### config.mk
export PLATFORM = sky130hd
export DESIGN_NAME = hazard_ctrl
export DESIGN_NICKNAME = d
export VERILOG_FILES = /design/src/rtl/hazard_ctrl.sv
export SDC_FILE = /design/constraint.sdc
export NUM_CORES = 1
export LEC_CHECK = 0
export BUFFER_PORTS_ARGS = -buffer_cell sky130_fd_sc_hd__buf_2
export CAP_MARGIN = 5
export CELL_PAD_IN_SITES_DETAIL_PLACEMENT = 2
export CELL_PAD_IN_SITES_GLOBAL_PLACEMENT = 2
export CORE_UTILIZATION = 27
export CTS_BUF_LIST = sky130_fd_sc_hd__clkbuf_4 sky130_fd_sc_hd__clkbuf_8
export DETAILED_ROUTE_END_ITERATION = 16
export GPL_TIMING_DRIVEN = 0
export PLACE_DENSITY_LB_ADDON = 0.1
export SLEW_MARGIN = 20
export SYNTH_ARGS = -nofsm -noshare
export SYNTH_HDL_FRONTEND = slang
export SYNTH_SLANG_ARGS = --single-unit
export TNS_END_PERCENT = 50
### constraint.sdc
create_clock -name clk -period 2.5 [get_ports clk]
set_input_delay 0.5 -clock clk [delete_from_list [all_inputs] [get_ports clk]]
set_output_delay 0.5 -clock clk [all_outputs]
set_load 0.1 [all_outputs]
### src/rtl/hazard_ctrl.sv
// ---------------------------------------------------------------------------
// hazard_ctrl
//
// Central sequencer for a 5-stage MIPS pipeline. Every cycle it decides which
// pipeline registers load, which are cleared to a bubble, and whether the core
// is halted. Four hazard classes are resolved, highest priority first:
//   halt (syscall with $v0 == 10), EX redirect, multi-cycle mul/div occupancy,
//   and load-use. A statistics counter tallies cycles in which the PC is held
//   outside of HALT.
//
// All control outputs are combinational from the current state and inputs, so
// a decision takes effect on the very next rising edge.
//
// Ports
//   clk, rst                  clock, asynchronous active-high reset
//   id_rs_num/used            ID source register 1 and its use flag
//   id_rt_num/used            ID source register 2 and its use flag
//   ex_ld, ex_write_num,
//   ex_regwrite               EX destination info for load-use detection
//   ex_redirect               EX resolved a taken branch/jump
//   ex_mdu_start              EX holds a multi-cycle mul/div
//   ex_syscall, ex_v0         EX holds a syscall and its forwarded $v0
//   resume                    single-cycle pulse that leaves HALT
//   pc_en, *_en, *_flush      pipeline register load enables / bubble inserts
//   halted                    core is in HALT
//   stall_cycles              count of cycles with pc_en=0 outside HALT
// ---------------------------------------------------------------------------
module hazard_ctrl #(
    parameter int REG_BITS = 6,
    parameter int MDU_LAT  = 4,
    parameter int CNT_BITS = 32
) (
    input  logic                clk,
    input  logic                rst,
    input  logic [REG_BITS-1:0] id_rs_num,
    input  logic                id_rs_used,
    input  logic [REG_BITS-1:0] id_rt_num,
    input  logic                id_rt_used,
    input  logic                ex_ld,
    input  logic [REG_BITS-1:0] ex_write_num,
    input  logic                ex_regwrite,
    input  logic                ex_redirect,
    input  logic                ex_mdu_start,
    input  logic                ex_syscall,
    input  logic [31:0]         ex_v0,
    input  logic                resume,
    output logic                pc_en,
    output logic                if_id_en,
    output logic                if_id_flush,
    output logic                id_ex_en,
    output logic                id_ex_flush,
    output logic                ex_mem_en,
    output logic                ex_mem_flush,
    output logic                mem_wb_en,
    output logic                halted,
    output logic [CNT_BITS-1:0] stall_cycles
);

    // The down-counter only has to reach MDU_LAT-2; keep it at least one bit
    // wide so MDU_LAT == 1 still elaborates.
    localparam int CW = (MDU_LAT > 1) ? $clog2(MDU_LAT) : 1;

    typedef enum logic [1:0] {
        RUN      = 2'd0,
        MDU_WAIT = 2'd1,
        HALT     = 2'd2
    } state_e;

    state_e              state_q, state_d;
    logic [CW-1:0]       cnt_q,   cnt_d;
    logic [CNT_BITS-1:0] stall_q, stall_d;

    logic luse;
    logic halt_req;

    // Register 0 is hard-wired to zero, so a load targeting it never hazards.
    assign luse = ex_ld && ex_regwrite && (ex_write_num != '0) &&
                  ((id_rs_used && (id_rs_num == ex_write_num)) ||
                   (id_rt_used && (id_rt_num == ex_write_num)));

    assign halt_req = ex_syscall && (ex_v0 == 32'd10);

    // -----------------------------------------------------------------------
    // Next-state and output decode
    // -----------------------------------------------------------------------
    // NOTE: every signal driven here gets a default first so no path can
    // leave it unassigned; a missing default would infer a latch.
    always_comb begin
        state_d      = state_q;
        cnt_d        = cnt_q;
        pc_en        = 1'b1;
        if_id_en     = 1'b1;
        if_id_flush  = 1'b0;
        id_ex_en     = 1'b1;
        id_ex_flush  = 1'b0;
        ex_mem_en    = 1'b1;
        ex_mem_flush = 1'b0;
        mem_wb_en    = 1'b1;
        halted       = 1'b0;

        unique case (state_q)
            RUN: begin
                if (halt_req) begin
                    // Freeze the front end with the syscall parked in ID_EX;
                    // EX_MEM holds rather than bubbles on this one cycle.
                    pc_en     = 1'b0;
                    if_id_en  = 1'b0;
                    id_ex_en  = 1'b0;
                    ex_mem_en = 1'b0;
                    state_d   = HALT;
                end else if (ex_redirect) begin
                    // Squash the two wrong-path instructions behind the jump.
                    if_id_flush = 1'b1;
                    id_ex_flush = 1'b1;
                end else if (ex_mdu_start && (MDU_LAT > 1)) begin
                    pc_en        = 1'b0;
                    if_id_en     = 1'b0;
                    id_ex_en     = 1'b0;
                    ex_mem_flush = 1'b1;
                    // This cycle and MDU_LAT-2 more stall, then one release.
                    cnt_d        = CW'(MDU_LAT - 2);
                    state_d      = MDU_WAIT;
                end else if (luse) begin
                    pc_en       = 1'b0;
                    if_id_en    = 1'b0;
                    id_ex_flush = 1'b1;
                end
            end

            MDU_WAIT: begin
                if (cnt_q != '0) begin
                    pc_en        = 1'b0;
                    if_id_en     = 1'b0;
                    id_ex_en     = 1'b0;
                    ex_mem_flush = 1'b1;
                    cnt_d        = cnt_q - CW'(1);
                end else begin
                    // Release: defaults let the mul/div leave EX untouched by
                    // any hazard that would otherwise retrigger on it.
                    state_d = RUN;
                end
            end

            HALT: begin
                halted = 1'b1;
                if (resume) begin
                    // Release cycle with defaults so the parked syscall moves
                    // on instead of re-entering HALT.
                    state_d = RUN;
                end else begin
                    pc_en        = 1'b0;
                    if_id_en     = 1'b0;
                    id_ex_en     = 1'b0;
                    ex_mem_en    = 1'b0;
                    ex_mem_flush = 1'b1;
                end
            end

            default: state_d = RUN;
        endcase

        // Reset overrides everything: hold every stage and clear bubbles in.
        if (rst) begin
            pc_en        = 1'b0;
            if_id_en     = 1'b0;
            if_id_flush  = 1'b1;
            id_ex_en     = 1'b0;
            id_ex_flush  = 1'b1;
            ex_mem_en    = 1'b0;
            ex_mem_flush = 1'b1;
            mem_wb_en    = 1'b0;
            halted       = 1'b0;
        end
    end

    // Held cycles are counted in RUN and MDU_WAIT only; HALT is idle time.
    always_comb begin
        stall_d = stall_q;
        if (!pc_en && (state_q != HALT)) begin
            stall_d = stall_q + CNT_BITS'(1);
        end
    end

    // -----------------------------------------------------------------------
    // State registers
    // -----------------------------------------------------------------------
    // NOTE: sequential state uses non-blocking assignments so every register
    // samples its pre-edge value; blocking here would create ordering races.
    always_ff @(posedge clk or posedge rst) begin
        if (rst) begin
            state_q <= RUN;
            cnt_q   <= '0;
            stall_q <= '0;
        end else begin
            state_q <= state_d;
            cnt_q   <= cnt_d;
            stall_q <= stall_d;
        end
    end

    assign stall_cycles = stall_q;

endmodule

Yosys cells after proc, flatten, opt, wreduce, memory -nomap -nowiden
Index checks and enable logic that the tools add are counted.
W data, S select, Z words.
{ "totals": {"ff_bits": 36, "output_inout_bits": 41, "word_cells": 81} }
{ "classes": {"n_eq_ne": 14, "mux": 47, "n_reduce_logical": 15, "n_addsub": 2} }
{ "op_table": {"columns": ["cell", "n"], "rows": [
  ["$add A32 B1 Y32 const B", 1],
  ["$eq A32 B4 Y1 const B", 1],
  ["$mux W1", 32],
  ["$mux W2", 9],
  ["$ne A2 B2 Y1 const B", 7],
  ["$eq A6 B6 Y1", 2],
  ["$pmux W1 S3", 3],
  ["$logic_and A1 B1 Y1", 7],
  ["$ne A3 B3 Y1 const B", 2],
  ["$pmux W2 S3", 1],
  ["$reduce_bool A6 Y1", 1],
  ["$reduce_and A5 Y1", 1],
  ["$pmux W2 S2", 1],
  ["$reduce_and A4 Y1", 1],
  ["$reduce_bool A2 Y1", 2],
  ["$eq A2 B1 Y1 const B", 1],
  ["$eq A2 B2 Y1 const B", 1],
  ["$logic_not A2 Y1", 1],
  ["$pmux W1 S2", 1],
  ["$sub A2 B1 Y2 const B", 1],
  ["$logic_not A1 Y1", 1],
  ["$logic_or A1 B1 Y1", 1]
]} }

Longest topological paths before layout
Gate-level depths: netlist of the first run.
{ "depth": {"ltp_word": 12, "depth_mapped": 10, "mapped_depth_nobuf": 9} }

Worst setup path after synthesis of the first run
OpenSTA, ideal clock, no wires.
{ "synth_path": {"kind": "in2out", "from": "input port ex_write_num[0]", "to": "output port pc_en", "cell_stages": 5, "t_arrival_ns": 3.383, "path_buffers": 1, "required_ns": 2.000, "setup_slack_ns": -1.383, "path_cell_list": "or4_1 -> o311a_1 -> a31o_4 -> nor2_1 -> buf_4"} }
{ "synth_via": {"elab_chain_len": 10, "word_cells_on_any_way": 14, "classes_between": "2 x eq/ne; 6 x mux; 6 x reduce/logical"} }
{ "synth_rtl": {"columns": ["element", "line_no", "rtl"], "rows": [
  ["from (decl)", "40", "input logic [REG_BITS-1:0] ex_write_num,"],
  ["$eq A6 B6 Y1 (on tied branches)", "78, 79", null],
  ["$logic_and A1 B1 Y1 (on tied branches)", "78, 79", null],
  ["$logic_or A1 B1 Y1", "78", "((id_rs_used && (id_rs_num == ex_write_num)) ||"],
  ["$logic_and A1 B1 Y1 (*)", "77", "assign luse = ex_ld && ex_regwrite && (ex_write_num != '0) &&"],
  ["$mux W1 (*) (4 in a row)", null, null],
  ["$pmux W1 S3 (*)", null, null],
  ["$mux W1 (*)", null, null],
  ["to (decl)", "47", "output logic pc_en,"]
]} }
Every way passes the cells marked *; elsewhere a longest branch is shown, timed or not.

Final worst setup path of the first run
{ "layout_path": {"from": "input port ex_write_num[1]", "to": "output port pc_en"} }
{ "layout_via": {"elab_chain_len": 10, "word_cells_on_any_way": 14, "classes_between": "2 x eq/ne; 6 x mux; 6 x reduce/logical"} }
{ "layout_rtl": {"columns": ["element", "line_no", "rtl"], "rows": [
  ["$eq A6 B6 Y1 (on tied branches)", "78, 79", null],
  ["$logic_and A1 B1 Y1 (on tied branches)", "78, 79", null],
  ["$logic_or A1 B1 Y1", "78", null],
  ["$logic_and A1 B1 Y1 (*)", "77", null],
  ["$mux W1 (*)", "123", "end else if (luse) begin"],
  ["$mux W1 (*)", "115", "end else if (ex_mdu_start && (MDU_LAT > 1)) begin"],
  ["$mux W1 (*)", "111", "end else if (ex_redirect) begin"],
  ["$mux W1 (*)", "103", "if (halt_req) begin"],
  ["$pmux W1 S3 (*)", "101", "unique case (state_q)"],
  ["$mux W1 (*)", "163", "if (rst) begin"]
]} }
Marks and branches as above.

==> impl_results.html, run 1 <==
<table>
<tr><th>Metric</th><th>Value</th></tr>
<tr><th colspan="2">Synth</th></tr>
<tr><td>Dominant cells by area after synthesis</td><td>dfrtp_1, xnor2_1, xor2_1</td></tr>
<tr><td>Async set-reset flop share out of synthesis</td><td>100%</td></tr>
<tr><td>Sequential share of the synthesized area</td><td>44.7%</td></tr>
<tr><td>Post-Syn Nets</td><td>267</td></tr>
<tr><td>Most instantiated library cell after synthesis</td><td>dfrtp_1</td></tr>
<tr><td>Average footprint of a synthesized cell</td><td>9.82 um^2</td></tr>
<tr><td>Synth cell types</td><td>38</td></tr>
<tr><td>Cell type with the largest total area after synthesis</td><td>dfrtp_1</td></tr>
<tr><td>Warnings from Yosys</td><td>0</td></tr>
<tr><td>Flops &amp; latches, synth</td><td>36</td></tr>
<tr><td>Main synth FF type</td><td>dfrtp_1</td></tr>
<tr><td>Top cell types by occurrence after synthesis</td><td>dfrtp_1, nor2_1, xnor2_1</td></tr>
<tr><td>Area fraction of the dominant cell type after synthesis</td><td>44.7%</td></tr>
<tr><td>Number of synthesized flops with an enable pin</td><td>0</td></tr>
<tr><td>Synthesized area</td><td>2010 um^2</td></tr>
<tr><td>Number of cells produced by synthesis</td><td>205</td></tr>
<tr><th colspan="2">CTS</th></tr>
<tr><td>CTS tree</td><td>done</td></tr>
<tr><td>Maximum level of the CTS H-tree</td><td>2</td></tr>
<tr><td>Total of hold buffers inserted after clock tree synthesis</td><td>0</td></tr>
<tr><td>TritonCTS buffer count</td><td>5</td></tr>
<tr><td>CTS Root Cell</td><td>clkbuf_8</td></tr>
<tr><td>Bufs on Longest Clock Path</td><td>2</td></tr>
<tr><td>Clk sink count</td><td>36</td></tr>
<tr><td>Reg clk slew, reported paths</td><td>0.07 ns</td></tr>
<tr><td>Worst-Skew Late Latency</td><td>0.29 ns</td></tr>
<tr><th colspan="2">Setup path</th></tr>
<tr><td>Max FO, Critical Path</td><td>2</td></tr>
<tr><td>Reg2reg setup slack</td><td>0.12 ns</td></tr>
<tr><td>Worst setup path class</td><td>in2out</td></tr>
<tr><td>R2r worst-path depth</td><td>8</td></tr>
<tr><td>R2R Path End</td><td>stall_cycles[30]</td></tr>
<tr><td>Startpoint of the worst register-to-register path</td><td>state_q[0]</td></tr>
<tr><td>Launch point of the worst path</td><td>ex_write_num[1]</td></tr>
<tr><td>Arr. time, crit path</td><td>2.13 ns</td></tr>
<tr><td>Startpoint class of the critical path</td><td>input port</td></tr>
<tr><td>Category of the worst setup path capture point</td><td>output port</td></tr>
<tr><td>Worst path required time</td><td>2.00 ns</td></tr>
<tr><th colspan="2">Place</th></tr>
<tr><td>Placed wire-length estimate after detailed placement</td><td>4850 um</td></tr>
<tr><td>Placed instance count</td><td>404</td></tr>
<tr><td>Routability Congestion</td><td>0.710</td></tr>
<tr><td>Quantity of I/O buffers inserted on ports</td><td>100</td></tr>
<tr><td>Placement-stage cell area</td><td>2680 um^2</td></tr>
<tr><th colspan="2">Timing</th></tr>
<tr><td>Minimum clock period</td><td>2.63 ns</td></tr>
<tr><td>Max-slew headroom at the worst pin</td><td>41.7%</td></tr>
<tr><td>Post-route worst setup slack</td><td>-0.134 ns</td></tr>
<tr><td>RSZ-0062 raised after global routing</td><td>yes</td></tr>
<tr><td>Slew at the pin with the worst max-slew slack</td><td>0.872 ns</td></tr>
<tr><td>Max-slew violation total from the final report</td><td>0</td></tr>
<tr><td>Final period utilization</td><td>105%</td></tr>
<tr><td>Final hold violation count</td><td>0</td></tr>
<tr><td>Max frequency</td><td>0.380 GHz</td></tr>
<tr><td>Sum of negative setup slack</td><td>-0.354 ns</td></tr>
<tr><td>Fin Clk Skew</td><td>0.00454 ns</td></tr>
<tr><td>Worst hold slack across all endpoints</td><td>0.435 ns</td></tr>
<tr><td>Setup-violating endpoint count in the final report</td><td>5</td></tr>
<tr><th colspan="2">Pwr</th></tr>
<tr><td>Maximum ir drop on the vdd rail</td><td>1.08 mV</td></tr>
<tr><td>Overall power</td><td>2620 uW</td></tr>
<tr><td>Leakage power figure</td><td>0.00153 uW</td></tr>
<tr><td>Cell area power density</td><td>851 nW/um^2</td></tr>
<tr><th colspan="2">Global routing</th></tr>
<tr><td>Maximum number of pins on one net before global-route repair</td><td>39</td></tr>
<tr><td>Antenna violations before repair</td><td>0</td></tr>
<tr><td>Total global routing track utilization</td><td>16.7%</td></tr>
<tr><td>First-pass GRT wire length</td><td>9940 um</td></tr>
<tr><td>Vias in the first global route</td><td>2005</td></tr>
<tr><td>Residual overflow from global routing</td><td>0</td></tr>
<tr><th colspan="2">Final layout</th></tr>
<tr><td>Layout Cells excl Fill</td><td>418</td></tr>
<tr><td>Share of layout cells above drive strength 1</td><td>45.5%</td></tr>
<tr><td>Design area</td><td>3070 um^2</td></tr>
<tr><td>Nets@finish</td><td>380</td></tr>
<tr><td>Antenna fix cells</td><td>0</td></tr>
<tr><td>Area overhead of the layout relative to synthesis</td><td>52.6%</td></tr>
<tr><th colspan="2">Die</th></tr>
<tr><td>Die width</td><td>88.4 um</td></tr>
<tr><td>Number of rows in the core area</td><td>31</td></tr>
<tr><td>Area enclosed by the die boundary</td><td>7810 um^2</td></tr>
<tr><td>Total core area</td><td>7210 um^2</td></tr>
<tr><td>Initial core utilization</td><td>27.9%</td></tr>
<tr><td>Die height</td><td>88.4 um</td></tr>
<tr><td>I/O pin total</td><td>101</td></tr>
<tr><th colspan="2">Run status</th></tr>
<tr><td>Failing checks</td><td>setup timing</td></tr>
<tr><td>Outcome</td><td>complete, but fails checks</td></tr>
<tr><th colspan="2">Routing</th></tr>
<tr><td>Detailed Route Iter0 Violations</td><td>32</td></tr>
<tr><td>Count of unresolved DRC violations after routing</td><td>0</td></tr>
<tr><td>Via count normalized by instance count</td><td>4.56</td></tr>
<tr><td>Routed wirelength normalized by instance count</td><td>16.0 um</td></tr>
<tr><td>Via count</td><td>1906</td></tr>
<tr><td>DRT Pass-1 Iters</td><td>4</td></tr>
<tr><td>Total length of routed wires</td><td>6670 um</td></tr>
<tr><td>Count of nets left with antenna violations after detail routing</td><td>0</td></tr>
<tr><th colspan="2">Min path</th></tr>
<tr><td>Path type of the worst min-delay path</td><td>in2async</td></tr>
<tr><th colspan="2">Flow run</th></tr>
<tr><td>Number of violations of the max-capacitance limit</td><td>0</td></tr>
</table>
==> sequential cells by signal (all words and copies together), names as in the netlist <==
register	cells
cnt_q	2
stall_cycles	32
state_q	2
==> cell usage in the layout (no fill, tap or decap), drive strengths merged <==
master	instances
clkbuf	6
and3	3
a21o	2
nor4b	4
o31a	1
o311a	1
or4	1
or4b	1
o21ai	4
nand2	13
nor2b	1
mux2i	1
a21oi	2
nor2	28
nor4	6
nand2b	7
nand3	10
mux2	2
xor2	18
bufinv	1
or3	1
nor3	9
a31o	1
ha	2
dfrtp	36
o211ai	2
nand4	8
clkinvlp	1
buf	110
inv	7
nand3b	1
o22ai	2
xnor2	25
nor3b	1
clkinv	1
==> area by class of cell <==
cell class	count	area, um^2
Sequential cell	36	901
Timing Repair Buffer	107	668
Multi-Input combinational cell	157	1200
Buffer	3	36.3
Tap cell	99	124
Fill cell	814	4140
Clock inverter	2	35.0
Clock buffer	6	76.3
Inverter	8	33.8
==> how the worst max path moves through the flow <==
stage,to,depth (start not counted)
2_1_floorplan,pc_en,5
3_3_place_gp,pc_en,7
3_5_place_dp,ex_mem_flush,8
4_1_cts,pc_en,7
5_1_grt,ex_mem_flush,8
6_report,pc_en,7
==> critical path: stages <==
cell and delay, ns:
buf_8 0.10, or4_4 0.53, o311a_4 0.33, a31o_4 0.23
nor2_4 0.17, buf_12 0.12, buf_12 0.16
==> through the flow <==
step                      utilization, %  worst slack (ns)
after floorplan                        -            -0.378
after global placement              37.1            -0.491
after detailed placement            37.1            -0.523
after CTS                           40.5            -0.196
after global routing                42.6            -0.186
final                               42.6            -0.134
==> power by group <==
group | leakage [uW] | internal (uW) | total (uW) | switching (uW)
logic | 0.00101 | 393 | 1330 | 937
clock network | 0.0000586 | 307 | 518 | 211
registers | 0.000462 | 669 | 767 | 98.5
total | 0.00153 | 1370 | 2620 | 1250
==> repair_timing <==
action	4_1_cts	5_1_grt
setup buffers	2	5
resized for setup	30	22
pin swaps	7	14
endpoints found under the setup margin	8	13
endpoints found under the hold margin	0	0
==> kinds of logic (layout without fill, tap and decap cells) <==
| group | count (synthesis) | in the layout | share of synthesized area (%) |
|---|---|---|---|
| buf+inv | 12 | 126 | 2.86 |
| fa+ha+maj | 2 | 2 | 1.24 |
| simple gates | 94 | 94 | 24.1 |
| compound gates | 15 | 15 | 6.77 |
| flops | 36 | 36 | 44.7 |
| xor+xnor | 43 | 43 | 18.7 |
| mux | 3 | 3 | 1.62 |
==> layer usage <==
| metal | GRT usage [%] | wire [um] |
|---|---|---|
| met4 | 4.84 | 57 |
| met5 | 0 | 0 |
| met2 | 28.5 | 3500 |
| met3 | 3.17 | 280 |
| met1 | 21.6 | 2830 |
Power figures use the tool's default switching activity.
==> inputs of run 2 (changes only) <==
Settings changed: TNS_END_PERCENT 50 to 5.
==> run 2 against run 1 <==
  * The run still ends with setup timing left
  * Count of clock-buffer cells in the layout up 1
  * Fmax up 0.44%
  * Die area unchanged
  * Power down 3.0%
  * Combinational power about the same
  * Via count up 1.3%
  * Wire length down 0.79%
  * Cell count down 0.48%
  * Sequential cell count unchanged
  * Global-route usage up 0.88 points
  * Utilization down 0.97 points
  * Critical path type unchanged
==> impl_results.html, run 2 (synthesized netlist as in run 1, its figures left out) <==
<table>
<tr><th>Metric</th><th>Value</th></tr>
<tr><th colspan="2">Run status</th></tr>
<tr><td>Outcome</td><td>complete, but fails checks (unchanged)</td></tr>
<tr><td>Failing checks</td><td>setup timing (unchanged)</td></tr>
<tr><th colspan="2">Global routing</th></tr>
<tr><td>First-pass GRT wire length</td><td>10500 um (was 9940 um)</td></tr>
<tr><td>Residual overflow from global routing</td><td>0 (unchanged)</td></tr>
<tr><td>Antenna violations before repair</td><td>0 (unchanged)</td></tr>
<tr><td>Maximum number of pins on one net before global-route repair</td><td>39 (unchanged)</td></tr>
<tr><td>Vias in the first global route</td><td>2101 (was 2005)</td></tr>
<tr><td>Total global routing track utilization</td><td>17.6% (was 16.7%)</td></tr>
<tr><th colspan="2">Setup path</th></tr>
<tr><td>Critical path cell sequence</td><td>buf_8 -&gt; or4_4 -&gt; o311a_4 -&gt; a31o_4 -&gt; nor2_4 -&gt; buf_12 -&gt; buf_16 (was buf_8 -&gt; or4_4 -&gt; o311a_4 -&gt; a31o_4 -&gt; nor2_4 -&gt; buf_12 -&gt; buf_12)</td></tr>
<tr><td>Max incr delay on CP</td><td>0.53 ns (about the same)</td></tr>
<tr><td>Startpoint class of the critical path</td><td>input port (unchanged)</td></tr>
<tr><td>Critical path's slowest cell</td><td>or4_4 (unchanged)</td></tr>
<tr><td>Arr. time, crit path</td><td>2.12 ns (was 2.13 ns)</td></tr>
<tr><td>Worst setup path class</td><td>in2out (unchanged)</td></tr>
<tr><td>Max FO, Critical Path</td><td>2 (unchanged)</td></tr>
<tr><td>Category of the worst setup path capture point</td><td>output port (unchanged)</td></tr>
<tr><td>Worst path required time</td><td>2.00 ns (about the same)</td></tr>
<tr><th colspan="2">Die</th></tr>
<tr><td>Initial core utilization</td><td>27.9% (unchanged)</td></tr>
<tr><td>Total core area</td><td>7210 um^2 (unchanged)</td></tr>
<tr><td>I/O pin total</td><td>101 (unchanged)</td></tr>
<tr><td>Die height</td><td>88.4 um (unchanged)</td></tr>
<tr><td>Die width</td><td>88.4 um (unchanged)</td></tr>
<tr><td>Number of rows in the core area</td><td>31 (unchanged)</td></tr>
<tr><td>Area enclosed by the die boundary</td><td>7810 um^2 (unchanged)</td></tr>
<tr><th colspan="2">Routing</th></tr>
<tr><td>Count of unresolved DRC violations after routing</td><td>0 (unchanged)</td></tr>
<tr><td>Count of nets left with antenna violations after detail routing</td><td>0 (unchanged)</td></tr>
<tr><td>Detailed Route Iter0 Violations</td><td>74 (was 32)</td></tr>
<tr><td>DRT Pass-1 Iters</td><td>4 (unchanged)</td></tr>
<tr><td>Routed wirelength normalized by instance count</td><td>15.9 um (was 16.0 um)</td></tr>
<tr><td>Total length of routed wires</td><td>6620 um (was 6670 um)</td></tr>
<tr><td>Via count</td><td>1931 (was 1906)</td></tr>
<tr><td>Via count normalized by instance count</td><td>4.64 (was 4.56)</td></tr>
<tr><th colspan="2">CTS</th></tr>
<tr><td>Clk sink count</td><td>36 (unchanged)</td></tr>
<tr><td>Maximum level of the CTS H-tree</td><td>2 (unchanged)</td></tr>
<tr><td>TritonCTS buffer count</td><td>5 (unchanged)</td></tr>
<tr><td>Worst-Skew Late Latency</td><td>0.29 ns (about the same)</td></tr>
<tr><td>CTS Root Cell</td><td>clkbuf_8 (unchanged)</td></tr>
<tr><td>Reg clk slew, reported paths</td><td>0.07 ns (about the same)</td></tr>
<tr><td>Bufs on Longest Clock Path</td><td>2 (unchanged)</td></tr>
<tr><td>CTS tree</td><td>done (unchanged)</td></tr>
<tr><th colspan="2">Place</th></tr>
<tr><td>Routability Congestion</td><td>0.680 (was 0.710)</td></tr>
<tr><td>Quantity of I/O buffers inserted on ports</td><td>100 (unchanged)</td></tr>
<tr><td>Placed wire-length estimate after detailed placement</td><td>4960 um (was 4850 um)</td></tr>
<tr><td>Pre-CTS setup slack</td><td>-0.469 ns (was -0.523 ns)</td></tr>
<tr><th colspan="2">Final layout</th></tr>
<tr><td>Antenna fix cells</td><td>0 (unchanged)</td></tr>
<tr><td>Most frequent cells in the layout</td><td>buf_2, dfrtp_1, nor2_1 (unchanged)</td></tr>
<tr><td>Final-layout fill cell count</td><td>837 (was 814)</td></tr>
<tr><td>Commonest non-fill, non-tap cell in the layout</td><td>buf_2 (unchanged)</td></tr>
<tr><td>Flip-flop count of the largest register, all copies and words added</td><td>32 (unchanged)</td></tr>
<tr><td>Nets@finish</td><td>378 (was 380)</td></tr>
<tr><td>Final standard cell utilization of the core</td><td>41.6% (was 42.6%)</td></tr>
<tr><td>Area overhead of the layout relative to synthesis</td><td>49.2% (was 52.6%)</td></tr>
<tr><td>Share of layout cells above drive strength 1</td><td>44.2% (was 45.5%)</td></tr>
<tr><th colspan="2">Timing</th></tr>
<tr><td>Slew at the pin with the worst max-slew slack</td><td>0.882 ns (was 0.872 ns)</td></tr>
<tr><td>Final period utilization</td><td>105% (about the same)</td></tr>
<tr><td>Setup-violating endpoint count in the final report</td><td>4 (was 5)</td></tr>
<tr><td>Max frequency</td><td>0.381 GHz (was 0.380 GHz)</td></tr>
<tr><td>RSZ-0062 raised after global routing</td><td>yes (unchanged)</td></tr>
<tr><td>Final hold violation count</td><td>0 (unchanged)</td></tr>
<tr><td>Fin Clk Skew</td><td>0.00716 ns (was 0.00454 ns)</td></tr>
<tr><td>Max-slew violation total from the final report</td><td>0 (unchanged)</td></tr>
<tr><td>Max-slew headroom at the worst pin</td><td>41.1% (was 41.7%)</td></tr>
<tr><td>Minimum clock period</td><td>2.62 ns (was 2.63 ns)</td></tr>
<tr><td>Post-route worst setup slack</td><td>-0.123 ns (was -0.134 ns)</td></tr>
<tr><th colspan="2">Min path</th></tr>
<tr><td>Path type of the worst min-delay path</td><td>in2async (unchanged)</td></tr>
<tr><th colspan="2">Pwr</th></tr>
<tr><td>Cell area power density</td><td>845 nW/um^2 (was 851 nW/um^2)</td></tr>
<tr><td>Maximum ir drop on the vdd rail</td><td>1.06 mV (was 1.08 mV)</td></tr>
<tr><td>Leakage power figure</td><td>0.00148 uW (was 0.00153 uW)</td></tr>
<tr><th colspan="2">Flow run</th></tr>
<tr><td>Number of violations of the max-capacitance limit</td><td>0 (unchanged)</td></tr>
</table>
-- run 2: worst max-delay path: cells and delay by family --
kind	cells	cell delay, ns
buffers and inverters	3	0.38
AND/OR/NAND/NOR	2	0.68
AO/OA/AOI/OAI	2	0.56
-- run 2: stage by stage --
step / instance area, um^2 / instances / TNS, ns / power [uW] / hold WS [ns]
after floorplan: 2040 / 205 / -1.76 / 1720 / 0.495
after global placement: 2660 / 404 / -2.88 / 1940 / 0.454
after detailed placement: 2660 / 404 / -3.23 / 1970 / 0.460
after CTS: 2880 / 415 / -0.681 / 2490 / 0.447
after global routing: 3000 / 416 / -0.655 / 2660 / 0.501
final: 3000 / 416 / -0.315 / 2540 / 0.434
-- run 2: what timing repair did --
item	in CTS	in global routing
setup endpoints to repair	9	14
pin swaps	5	12
hold buffers	0	0
gates resized for setup	26	20
setup buffers	3	1
-- run 2: per-layer routing --
layer	vias to the layer above	share of wire, %	track usage, %
met2	47	53	31.7
met4	0	1.3	4.84
li1	923	-	-
met3	11	3.5	2.71
met1	950	42	21.8
met5	-	0	0
-- run 2: cell type report --
class / instances / area, um^2 / share of cell area, %
clock buffers: 7 / 90.1 / 3.00
repair buffers: 104 / 643 / 21.4
flip-flops and latches: 36 / 901 / 30.0
multi-input cells: 157 / 1160 / 38.8
well taps: 99 / 124 / 4.13
inverters: 8 / 33.8 / 1.13
plain buffers: 4 / 40.0 / 1.33
clock inverters: 1 / 7.51 / 0.250
-- run 2: worst paths after layout --
path	start	to	slack, ns	depth (start not counted)
max	ex_write_num[2]	pc_en	-0.12	7
min	rst	stall_cycles[2]	0.43	2
max reg2reg	cnt_q[0]	stall_cycles[27]	0.14	10
min reg2reg	stall_cycles[31]	stall_cycles[31]	0.47	1
max in group asynchronous	rst	stall_cycles[30]	1.59	2
min in group clk	stall_cycles[31]	stall_cycles[31]	0.47	1
-- run 2: where the power goes --
part	leakage (uW)	internal (uW)	switching [uW]
Clock	0.0000479	235	214
Sequential	0.000462	669	98.0
Combinational	0.000974	395	927
==> inputs of run 3 (changes only) <==
Settings changed: BUFFER_PORTS_ARGS -buffer_cell sky130_fd_sc_hd__buf_2 to -buffer_cell sky130_fd_sc_hd__clkbuf_2, CELL_PAD_IN_SITES_DETAIL_PLACEMENT 2 to not set, CELL_PAD_IN_SITES_GLOBAL_PLACEMENT 2 to not set, CORE_UTILIZATION 27 to 47, PLACE_DENSITY set to 0.82, PLACE_DENSITY_LB_ADDON 0.1 to not set.
==> run 3 against run 2 <==
  * The flow still finishes with violations (setup timing)
  * Combinational power about the same
  * Critical endpoint unchanged
  * Non-clock buffer count decreased by 2
  * Power down 1.2%
  * Sequential share of layout area is 1.1 points higher
  * Hold slack better by 0.011 ns
  * Via count down 3.3%
  * First-iteration DRC count fell by 1.4%
  * Design area decreased by 3.4%
  * Cell count fell by 12%
  * Utilization increased by 30 points
  * Fmax down 1.8%
  * Register-to-register slack worse by 0.04 ns
==> impl_results.html, run 3 (synthesized netlist as in run 1, its figures left out) <==
<table>
<tr><th>Metric</th><th>Value</th></tr>
<tr><th colspan="2">Timing</th></tr>
<tr><td>Minimum clock period</td><td>2.67 ns (was 2.62 ns)</td></tr>
<tr><td>Final hold violation count</td><td>0 (unchanged)</td></tr>
<tr><td>Max-slew headroom at the worst pin</td><td>46.2% (was 41.1%)</td></tr>
<tr><td>Final period utilization</td><td>107% (was 105%)</td></tr>
<tr><td>Slew at the pin with the worst max-slew slack</td><td>0.805 ns (was 0.882 ns)</td></tr>
<tr><td>RSZ-0062 raised after global routing</td><td>yes (unchanged)</td></tr>
<tr><td>Fin Clk Skew</td><td>0.00457 ns (was 0.00716 ns)</td></tr>
<tr><td>Setup-violating endpoint count in the final report</td><td>4 (unchanged)</td></tr>
<tr><td>Max-slew violation total from the final report</td><td>0 (unchanged)</td></tr>
<tr><td>Post-route worst setup slack</td><td>-0.171 ns (was -0.123 ns)</td></tr>
<tr><td>Max frequency</td><td>0.374 GHz (was 0.381 GHz)</td></tr>
<tr><td>Sum of negative setup slack</td><td>-0.425 ns (was -0.315 ns)</td></tr>
<tr><td>Worst hold slack across all endpoints</td><td>0.445 ns (was 0.434 ns)</td></tr>
<tr><th colspan="2">CTS</th></tr>
<tr><td>Clk sink count</td><td>36 (unchanged)</td></tr>
<tr><td>Bufs on Longest Clock Path</td><td>2 (unchanged)</td></tr>
<tr><td>Maximum level of the CTS H-tree</td><td>2 (unchanged)</td></tr>
<tr><td>CTS tree</td><td>done (unchanged)</td></tr>
<tr><td>CTS Root Cell</td><td>clkbuf_8 (unchanged)</td></tr>
<tr><td>Reg clk slew, reported paths</td><td>0.06 ns (was 0.07 ns)</td></tr>
<tr><td>TritonCTS buffer count</td><td>5 (unchanged)</td></tr>
<tr><td>Worst-Skew Late Latency</td><td>0.29 ns (about the same)</td></tr>
<tr><td>Total of hold buffers inserted after clock tree synthesis</td><td>0 (unchanged)</td></tr>
<tr><th colspan="2">Setup path</th></tr>
<tr><td>R2r worst-path depth</td><td>10 (unchanged)</td></tr>
<tr><td>Arr. time, crit path</td><td>2.17 ns (was 2.12 ns)</td></tr>
<tr><td>Category of the worst setup path capture point</td><td>output port (unchanged)</td></tr>
<tr><td>CP Capture Point</td><td>pc_en (unchanged)</td></tr>
<tr><td>R2R Path End</td><td>stall_cycles[27] (unchanged)</td></tr>
<tr><td>Reg2reg setup slack</td><td>0.10 ns (was 0.14 ns)</td></tr>
<tr><td>Worst setup path class</td><td>in2out (unchanged)</td></tr>
<tr><td>Startpoint class of the critical path</td><td>input port (unchanged)</td></tr>
<tr><td>Max FO, Critical Path</td><td>3 (was 2)</td></tr>
<tr><td>Startpoint of the worst register-to-register path</td><td>cnt_q[0] (unchanged)</td></tr>
<tr><td>Worst path required time</td><td>2.00 ns (about the same)</td></tr>
<tr><td>Launch point of the worst path</td><td>ex_write_num[0] (was ex_write_num[2])</td></tr>
<tr><th colspan="2">Pwr</th></tr>
<tr><td>Internal power of the cells</td><td>1290 uW (was 1300 uW)</td></tr>
<tr><td>Part of the total power dissipated in the clock network</td><td>17.6% (was 17.7%)</td></tr>
<tr><td>Reported net switching power</td><td>1210 uW (was 1240 uW)</td></tr>
<tr><td>Cell area power density</td><td>865 nW/um^2 (was 845 nW/um^2)</td></tr>
<tr><td>Register share of total power</td><td>30.8% (was 30.2%)</td></tr>
<tr><td>Maximum ir drop on the vdd rail</td><td>1.07 mV (was 1.06 mV)</td></tr>
<tr><td>Part of the power in combinational logic</td><td>51.6% (was 52.1%)</td></tr>
<tr><td>Leakage power figure</td><td>0.00147 uW (was 0.00148 uW)</td></tr>
<tr><td>Switching power share of the total</td><td>48.4% (was 48.8%)</td></tr>
<tr><th colspan="2">Final layout</th></tr>
<tr><td>Commonest non-fill, non-tap cell in the layout</td><td>clkbuf_2 (was buf_2)</td></tr>
<tr><td>Area overhead of the layout relative to synthesis</td><td>44.1% (was 49.2%)</td></tr>
<tr><td>Final-layout fill cell count</td><td>300 (was 837)</td></tr>
<tr><td>Flip-flop count of the largest register, all copies and words added</td><td>32 (unchanged)</td></tr>
<tr><td>Share of layout cells above drive strength 1</td><td>43.8% (was 44.2%)</td></tr>
<tr><td>Layout Cells excl Fill</td><td>365 (was 416)</td></tr>
<tr><td>Nets@finish</td><td>376 (was 378)</td></tr>
<tr><td>Sequential cell area</td><td>901 um^2 (unchanged)</td></tr>
<tr><td>Multi-input gate area in the final layout</td><td>1150 um^2 (was 1160 um^2)</td></tr>
<tr><td>Antenna fix cells</td><td>0 (unchanged)</td></tr>
<tr><td>Final standard cell utilization of the core</td><td>71.5% (was 41.6%)</td></tr>
<tr><td>Most frequent cells in the layout</td><td>clkbuf_2, dfrtp_1, nor2_1 (was buf_2, dfrtp_1, nor2_1)</td></tr>
<tr><th colspan="2">Die</th></tr>
<tr><td>Number of rows in the core area</td><td>23 (was 31)</td></tr>
<tr><td>I/O pin total</td><td>101 (unchanged)</td></tr>
<tr><td>Initial core utilization</td><td>49.6% (was 27.9%)</td></tr>
<tr><td>Die width</td><td>67.4 um (was 88.4 um)</td></tr>
<tr><td>Area enclosed by the die boundary</td><td>4550 um^2 (was 7810 um^2)</td></tr>
<tr><td>Die height</td><td>67.4 um (was 88.4 um)</td></tr>
<tr><td>Total core area</td><td>4060 um^2 (was 7210 um^2)</td></tr>
<tr><th colspan="2">Global routing</th></tr>
<tr><td>GR Util met2</td><td>38.3% (was 31.7%)</td></tr>
<tr><td>First-pass GRT wire length</td><td>8110 um (was 10500 um)</td></tr>
<tr><td>Vias in the first global route</td><td>1812 (was 2101)</td></tr>
<tr><td>Maximum number of pins on one net before global-route repair</td><td>39 (unchanged)</td></tr>
<tr><td>M3 GR Usage</td><td>4.22% (was 2.71%)</td></tr>
<tr><td>Met1 demand-to-capacity share in global routing</td><td>31.9% (was 21.8%)</td></tr>
<tr><td>GR peak layer</td><td>met2 (unchanged)</td></tr>
<tr><td>Residual overflow from global routing</td><td>0 (unchanged)</td></tr>
<tr><td>Antenna violations before repair</td><td>0 (unchanged)</td></tr>
<tr><td>Total global routing track utilization</td><td>24.2% (was 17.6%)</td></tr>
<tr><th colspan="2">Min path</th></tr>
<tr><td>Path type of the worst min-delay path</td><td>in2async (unchanged)</td></tr>
<tr><th colspan="2">Routing</th></tr>
<tr><td>Count of unresolved DRC violations after routing</td><td>0 (unchanged)</td></tr>
<tr><td>Via count normalized by instance count</td><td>5.12 (was 4.64)</td></tr>
<tr><td>DRT Pass-1 Iters</td><td>4 (unchanged)</td></tr>
<tr><td>Detailed Route Iter0 Violations</td><td>73 (was 74)</td></tr>
<tr><td>Via count</td><td>1867 (was 1931)</td></tr>
<tr><td>Routed wirelength normalized by instance count</td><td>14.3 um (was 15.9 um)</td></tr>
<tr><td>Total length of routed wires</td><td>5200 um (was 6620 um)</td></tr>
<tr><td>Count of nets left with antenna violations after detail routing</td><td>0 (unchanged)</td></tr>
<tr><th colspan="2">Place</th></tr>
<tr><td>Placed instance count</td><td>355 (was 404)</td></tr>
<tr><td>Routability Congestion</td><td>0.786 (was 0.680)</td></tr>
<tr><td>Placed wire-length estimate after detailed placement</td><td>3830 um (was 4960 um)</td></tr>
<tr><td>Pre-CTS setup slack</td><td>-0.449 ns (was -0.469 ns)</td></tr>
<tr><td>Quantity of I/O buffers inserted on ports</td><td>100 (unchanged)</td></tr>
<tr><th colspan="2">Run status</th></tr>
<tr><td>Outcome</td><td>complete, but fails checks (unchanged)</td></tr>
<tr><td>Failing checks</td><td>setup timing (unchanged)</td></tr>
<tr><th colspan="2">Flow run</th></tr>
<tr><td>Number of violations of the max-capacitance limit</td><td>0 (unchanged)</td></tr>
</table>
-- run 3: cell count changes in the layout (fill, tap and decap cells not counted), sizes merged --
cell	delta
clkinvlp	-1
buf	-95
clkbuf	+94
-- run 3: repair_timing --
action,CTS,global route
buffers inserted,2,0
pin swaps,3,5
gates cloned,0,0
gates resized for setup,16,29
endpoints found under the setup margin,7,10
-- run 3: per-stage QoR --
step	power (uW)	area (um^2)
3_3_place_gp	1920	2600
2_1_floorplan	1720	2040
3_5_place_dp	1940	2600
5_1_grt	2620	2900
4_1_cts	2450	2800
6_report	2510	2900
-- run 3: critical path, cell delays in order --
cell	delay (ns)
clkbuf_8	0.12
or4_4	0.53
o311a_4	0.32
a31o_4	0.25
nor2_4	0.15
buf_12	0.12
clkbuf_16	0.18
-- run 3: routing by layer --
| metal | part of all wire [%] | wire (um) |
|---|---|---|
| met5 | 0 | 0 |
| met4 | 1.6 | 81 |
| met3 | 3.9 | 205 |
| met2 | 52 | 2710 |
| met1 | 42 | 2200 |
-- run 3: power groups by stage --
stage / sequential (uW) / clock (uW) / combinational, uW
6_report: 771 / 442 / 1290
5_1_grt: 782 / 478 / 1360
3_5_place_dp: 777 / 0 / 1160
2_1_floorplan: 1190 / 0 / 537
4_1_cts: 767 / 449 / 1230
3_3_place_gp: 773 / 0 / 1150
-- run 3: worst min-delay path by stage --
stage,to,cells after the start,startpoint,slack [ns]
final,state_q[1],2,rst,0.45
after global routing,stall_cycles[31],1,stall_cycles[31],0.50
after CTS,stall_cycles[5],2,rst,0.43
after detailed placement,stall_cycles[31],1,stall_cycles[31],0.46
after global placement,stall_cycles[31],1,stall_cycles[31],0.46
after floorplan,cnt_q[1],2,cnt_q[1],0.49
-- run 3: layout make-up --
cell class	count	area share (%)
multi-input cells	157	39.7
flip-flops and latches	36	31.1
repair buffers	102	21.1
clock buffers	8	3.36
well taps	50	2.16
plain buffers	4	1.38
inverters	8	1.16
